===== config.mk =====
export PLATFORM = sky130hd
export DESIGN_NAME = mem_arbiter
export DESIGN_NICKNAME = d
export VERILOG_FILES = /design/src/rtl/mem_arbiter.sv
export SDC_FILE = /design/constraint.sdc
export NUM_CORES = 1
export LEC_CHECK = 0
export CELL_PAD_IN_SITES_DETAIL_PLACEMENT = 0
export CELL_PAD_IN_SITES_GLOBAL_PLACEMENT = 1
export CORE_AREA = 3 3 283 285
export DETAILED_ROUTE_END_ITERATION = 8
export DIE_AREA = 0 0 286 288
export PLACE_DENSITY_LB_ADDON = 0.25
export SLEW_MARGIN = 40
export SYNTH_ARGS = -nofsm -noshare
export SYNTH_HDL_FRONTEND = slang
export SYNTH_SLANG_ARGS = --single-unit
export TNS_END_PERCENT = 50

===== constraint.sdc =====
create_clock -name clk -period 2.09 [get_ports clk]
set_input_delay 0.209 -clock clk [delete_from_list [all_inputs] [get_ports clk]]
set_output_delay 0.209 -clock clk [all_outputs]
set_load 0.02 [all_outputs]

===== src/rtl/mem_arbiter.sv =====
// Two-port memory arbiter: I-cache reads and D-cache reads/writes share one memory port.
// Define ARB_RR_EN for round-robin tie-break; otherwise D-side has fixed priority.
module mem_arbiter #(
   parameter int ADDR_W = 28,
   parameter int DATA_W = 128
) (
   input  logic              clk,
   input  logic              rst_n,
   input  logic              i_read,
   input  logic [ADDR_W-1:0] i_addr,
   output logic [DATA_W-1:0] i_rdata,
   output logic              i_ready,
   input  logic              d_read,
   input  logic              d_write,
   input  logic [ADDR_W-1:0] d_addr,
   input  logic [DATA_W-1:0] d_wdata,
   output logic [DATA_W-1:0] d_rdata,
   output logic              d_ready,
   output logic              mem_read,
   output logic              mem_write,
   output logic [ADDR_W-1:0] mem_addr,
   output logic [DATA_W-1:0] mem_wdata,
   input  logic [DATA_W-1:0] mem_rdata,
   input  logic              mem_ready
);

   typedef enum logic [1:0] {IDLE, I_BUSY, D_BUSY, RECOVER} state_t;

   state_t              r_state, w_next_state;
   logic                r_mem_read, w_mem_read;
   logic                r_mem_write, w_mem_write;
   logic [ADDR_W-1:0]   r_mem_addr, w_mem_addr;
   logic [DATA_W-1:0]   r_mem_wdata, w_mem_wdata;
   logic                w_d_req;
   logic                w_grant_d;
   logic                w_grant_i;

   assign w_d_req = d_read | d_write;

`ifdef ARB_RR_EN
   // Last-grant memory: 1 means D was granted last; resets to I so the first tie goes to D.
   logic r_last_d;

   always_comb begin
      if (w_d_req && i_read) w_grant_d = ~r_last_d;
      else                   w_grant_d = w_d_req;
   end

   always_ff @(posedge clk or negedge rst_n) begin
      if (!rst_n)
         r_last_d <= 1'b0;
      else if (r_state == IDLE && (w_d_req || i_read))
         r_last_d <= w_grant_d;
   end
`else
   assign w_grant_d = w_d_req;
`endif

   assign w_grant_i = i_read & ~w_grant_d;

   always_comb begin
      w_next_state = r_state;
      w_mem_read   = r_mem_read;
      w_mem_write  = r_mem_write;
      w_mem_addr   = r_mem_addr;
      w_mem_wdata  = r_mem_wdata;
      case (r_state)
         IDLE: begin
            if (w_grant_d) begin
               w_next_state = D_BUSY;
               w_mem_write  = d_write;
               w_mem_read   = d_read & ~d_write;
               w_mem_addr   = d_addr;
               w_mem_wdata  = d_wdata;
            end else if (w_grant_i) begin
               w_next_state = I_BUSY;
               w_mem_read   = 1'b1;
               w_mem_write  = 1'b0;
               w_mem_addr   = i_addr;
            end
         end
         I_BUSY, D_BUSY: begin
            if (mem_ready) begin
               w_next_state = RECOVER;
               w_mem_read   = 1'b0;
               w_mem_write  = 1'b0;
            end
         end
         // One dead cycle so a requester's late deassertion is not seen as a new request.
         RECOVER: w_next_state = IDLE;
         default: w_next_state = IDLE;
      endcase
   end

   always_ff @(posedge clk or negedge rst_n) begin
      if (!rst_n) begin
         r_state     <= IDLE;
         r_mem_read  <= 1'b0;
         r_mem_write <= 1'b0;
         r_mem_addr  <= '0;
         r_mem_wdata <= '0;
      end else begin
         r_state     <= w_next_state;
         r_mem_read  <= w_mem_read;
         r_mem_write <= w_mem_write;
         r_mem_addr  <= w_mem_addr;
         r_mem_wdata <= w_mem_wdata;
      end
   end

   assign mem_read  = r_mem_read;
   assign mem_write = r_mem_write;
   assign mem_addr  = r_mem_addr;
   assign mem_wdata = r_mem_wdata;
   assign i_rdata   = mem_rdata;
   assign d_rdata   = mem_rdata;
   assign i_ready   = (r_state == I_BUSY) & mem_ready;
   assign d_ready   = (r_state == D_BUSY) & mem_ready;

endmodule


### After elaboration in Yosys (flattened, before gate mapping)

Index checks and enable logic that the tools add are counted.

| storage, ports and cells | value |
|---|---|
| register bits | 160 |
| output and inout port bits | 416 |

| operators by class | value |
|---|---|
| mux-type cells | 13 |
| bitwise logic cells | 7 |
| eq/ne operators | 5 |
| reduce and logical (&&, ||, !) cells | 8 |

Operators by type and width:

| operator | count |
|---|---|
| two-way mux 28 bit | 2 |
| two-way mux 2 bit | 3 |
| case mux 2 bit (3 select lines) | 1 |
| AND reduction 2 bit | 3 |
| two-way mux 1 bit | 5 |
| bitwise AND 1 bit | 4 |
| equality test 2 bit, second input constant | 2 |
| case mux 1 bit (2 select lines) | 2 |
| nonzero test 2 bit | 2 |
| inequality test 3 bit, second input constant | 1 |
| AND reduction 3 bit | 1 |
| equality test 2 x 1 -> 1 bit, second input constant | 1 |
| zero test 2 bit | 1 |
| inequality test 2 bit, second input constant | 1 |
| inverter 1 bit | 2 |
| OR reduction 2 bit | 1 |
| bitwise OR 1 bit | 1 |

### Depth between registers and ports, before layout

| logic depth | value |
|---|---|
| depth after elaboration | 6 |
| depth in mapped cells | 8 |
| mapped depth without buffers | 5 |

### Worst setup path after synthesis

Ideal clock, no wire load.

| timing path | value |
|---|---|
| path kind | register -> register |
| from | reg r_state[0] |
| to | reg r_mem_wdata[100], in the netlist mem_wdata[100] |
| path slack | 0.461 ns |
| setup time | 0.125 ns |
| buffers on the path | 3 |
| data required time | 1.965 ns |
| cell stages (with the launch flop) | 8 |
| arrival time | 1.504 ns |
| cell sequence | dfrtp_1 inv_1 ha_1 buf_4 o21ai_2 buf_6 buf_12 mux2_4 |

| between the ends | value |
|---|---|
| word-level cells in the longest chain between the ends | 2 |

Ends and longest elaborated chain:

| item | line | text |
|---|---|---|
| start: declaration | 29 | `state_t r_state, w_next_state;` |
| start signal: assignment | 103 | `r_state <= w_next_state;` |
| zero test 2 bit | 67 | `case (r_state)` |
| AND reduction 2 bit (no source line) | - |  |
| end signal: assignment | 107 | `r_mem_wdata <= w_mem_wdata;` |
| end: declaration | 33 | `logic [DATA_W-1:0] r_mem_wdata, w_mem_wdata;` |

Every way passes these cells.
A chain may end at the register's enable or synchronous reset.

### Worst setup path after layout

| timing path | value |
|---|---|
| from | reg r_state[1] |
| to | out i_ready |

| between the ends | value |
|---|---|
| word-level cells in the longest chain between the ends | 2 |

Ends and longest elaborated chain:

| item | line | text |
|---|---|---|
| equality test 2 x 1 -> 1 bit | 117 | `assign i_ready = (r_state == I_BUSY) & mem_ready;` |
| bitwise AND 1 bit | 117 |  |
| end: declaration | 12 | `output logic i_ready,` |

Every way passes these cells.

==> key figures <==
Critical path
  – Crit-path cells: inv_1 -> ha_1 -> and2_1 -> dlygate4sd2_1
  – Critical Path Max Stage Delay: 400 ps
  – Max FO, Critical Path: 3
  – Slowest stage cell, crit path: dfrtp_1
  – Worst reg2reg endpoint: mem_wdata[126]$_DFFE_PN0P_
  – WP data arrival: 1600 ps
  – RR Startpoint: r_state[0]$_DFFE_PN0P_
  – R2R setup slack: 310 ps
  – Critical path required time: 1880 ps
  – Worst setup SP type: register
  – Setup crit end kind: primary output
  – Worst Setup Path Type: reg2out
  – Worst Reg-to-Reg Cells: 6

Timing
  – Final Setup Violations: 0
  – Slew @ Worst Pin: 414 ps
  – Max-slew violations: 0
  – Max-slew headroom: 72.4%
  – Final Hold Viols: 0
  – Hold Slack: 231 ps
  – Crit share post-route: 86.7%
  – Peak Freq: 552 MHz
  – RSZ-0062 raised after global routing: false
  – Tmin final: 1810 ps
  – Clk_skew: 15.5 ps

Floorplan
  – Chip Height: 288 µm
  – FP Rows: 102
  – Die Wd: 286 µm
  – IO Pins: 734
  – Die Area: 82,400 µm²
  – Initial Util: 11.3%
  – Core ar.: 77,600 µm²

Logic synthesis
  – Post-synthesis sequential area ratio: 45.6%
  – Post-Syn Instances: 677
  – Yosys top cell area share: 45.6%
  – Post-synth cell types: 24
  – Synth Area per Inst: 13.0 µm²
  – Number of synthesized flops with an enable pin: 0
  – Cell Area, Synth: 8790 µm²
  – Ys flop type: dfrtp_1
  – Ys Warns: 0
  – Syn_nets: 999
  – Synth top area cells: dfrtp_1 (46%), buf_4 (22%), mux2_4 (17%), mux2i_1 (3.6%), mux2_1 (2.6%)
  – Yosys reg bits: 160
  – Async set-reset flop share out of synthesis: 100%
  – Area leader, netlist: dfrtp_1

Global routing
  – Largest net degree at the start of global routing: 57
  – GRT Resource Usage Total: 6.69%
  – First-pass GRT wire length: 39,400 µm
  – Initial antenna violation count: 1
  – Vias in the first global route: 5,528
  – Total grt overflow: 0

Finish
  – Most frequent cells in the layout: clkdlybuf4s50_1 (346), dfrtp_1 (160), mux2_4 (100), mux2i_1 (32)
  – Nets@finish: 1,113
  – # fillers: 8,669
  – Fin cells: 1,845
  – Area growth syn-to-layout: 39.9%
  – Most common cell after layout, fill and taps aside: clkdlybuf4s50_1
  – Layout cells sized above 1: 21.3%

Detailed routing
  – Drt drc: 0
  – DR vias/cell: 2.69
  – Final ANT Viol Nets: 0
  – Routed WL per cell: 15.0 µm
  – Routed vias: 4,969
  – 1st-iter DRT viols: 142
  – Pre-Repair DR Iteration Count: 4
  – Final WL: 27,700 µm

Clocking
  – Cts bufs inserted: 17
  – H-tree Lvls: 4
  – Clk slew on worst S/H paths: 80 ps
  – Setup Fix Bufs, Post-CTS: 0
  – Max Buffers Root-to-Sink: 2
  – Clock Latency Late Sink: 470 ps
  – CTS sink count: 160
  – TritonCTS clock tree: built
  – Root Buffer: clkbuf_16

Power and ir drop
  – Pwr Density: 1520 nW/µm²
  – Tot Pwr: 18.7 mW
  – Maximum VDD drop: 0.552 mV
  – Leak: 5.09 nW

Outcome
  – Status: complete, no violations

Place
  – Placed insts: 1,811
  – I/O Buffers: 349
  – Dpl hpwl: 21,000 µm
  – Final RePlAce weighted congestion: 0.690

Hold path
  – Hold Path Class: in2async

Job
  – Max Cap Viol: 0
-- area by class of cell --
cell class              instances  area (µm²)  share of cell area (%)
inverters                       4        15.0                   0.122
flip-flops and latches        160        4000                    32.6
clock inverters                13         168                    1.36
repair buffers                375        3790                    30.8
clock buffers                  19         453                    3.68
diodes                          1        2.50                  0.0204
multi-input cells             233        2560                    20.8
well taps                    1040        1300                    10.6
-- worst max-delay path, delay by kind of cell, from the launching register on --
family,cells,cell delay [ps]
buf+inv,2,430
flops,1,400
simple gates,1,130
fa+ha+maj,1,170
-- registers in the layout (all words and copies together), names as in the netlist --
signal / cells
mem_read: 1
mem_wdata: 128
r_state: 2
mem_write: 1
mem_addr: 28
-- logic make-up after synthesis --
kind of cell	share of synthesized area [%]
buf+inv	25.6
mux	24.5
flops	45.6
compound gates	2.36
simple gates	1.45
fa+ha+maj	0.570
-- cells in the mapped netlist (2+ instances only) --
| library cell | instances |
|---|---|
| mux2i_1 | 32 |
| buf_12 | 10 |
| nand2_1 | 28 |
| o21ai_0 | 28 |
| buf_6 | 4 |
| mux2_2 | 9 |
| dfrtp_1 | 160 |
| buf_2 | 2 |
| ha_1 | 4 |
| buf_4 | 263 |
| and2_1 | 2 |
| mux2_1 | 20 |
| inv_1 | 4 |
| mux2_4 | 100 |
| o2bb2ai_1 | 2 |
-- power by group --
group / total [mW] / internal (mW) / switching [mW]
registers: 5.55 / 4.68 / 0.866
logic: 9.69 / 5.38 / 4.31
clock network: 3.46 / 1.88 / 1.58
-- how the worst max path moves through the flow --
stage,endpoint,cells past startpoint,startpoint,slack [ps]
2_1_floorplan,mem_wdata[100]$_DFFE_PN0P_,7,r_state[0]$_DFFE_PN0P_,460
3_3_place_gp,mem_wdata[0]$_DFFE_PN0P_,5,d_write,2
3_5_place_dp,mem_wdata[5]$_DFFE_PN0P_,5,d_write,-1
4_1_cts,d_ready,4,r_state[0]$_DFFE_PN0P_,170
5_1_grt,d_ready,4,r_state[0]$_DFFE_PN0P_,130
6_report,i_ready,4,r_state[1]$_DFFE_PN0P_,280
-- per-stage QoR --
| stage | setup TNS (ps) | cell area, µm² | utilization, % | setup slack [ps] |
|---|---|---|---|---|
| floorplan | 0 | 8790 | - | 461 |
| global placement | 0 | 11700 | 15.0 | 2.16 |
| detailed placement | -1.40 | 11700 | 15.0 | -1.40 |
| CTS | 0 | 12300 | 15.8 | 165 |
| global route | 0 | 12300 | 15.8 | 133 |
| finish | 0 | 12300 | 15.8 | 278 |
-- timing repair --
item	CTS	global route
gates resized for setup	2	0
setup endpoints to repair	2	0
hold buffers	1	0
endpoints found under the hold margin	32	0
-- layer usage --
layer | track usage [%] | wire (µm) | vias to the layer above
li1 | - | - | 2224
met1 | 6.85 | 10100 | 2301
met2 | 10.6 | 13100 | 359
met3 | 3.92 | 3390 | 83
met4 | 3.88 | 1070 | 2
met5 | 0 | 13 | -
No activity file was read; power rests on OpenSTA's default activity.
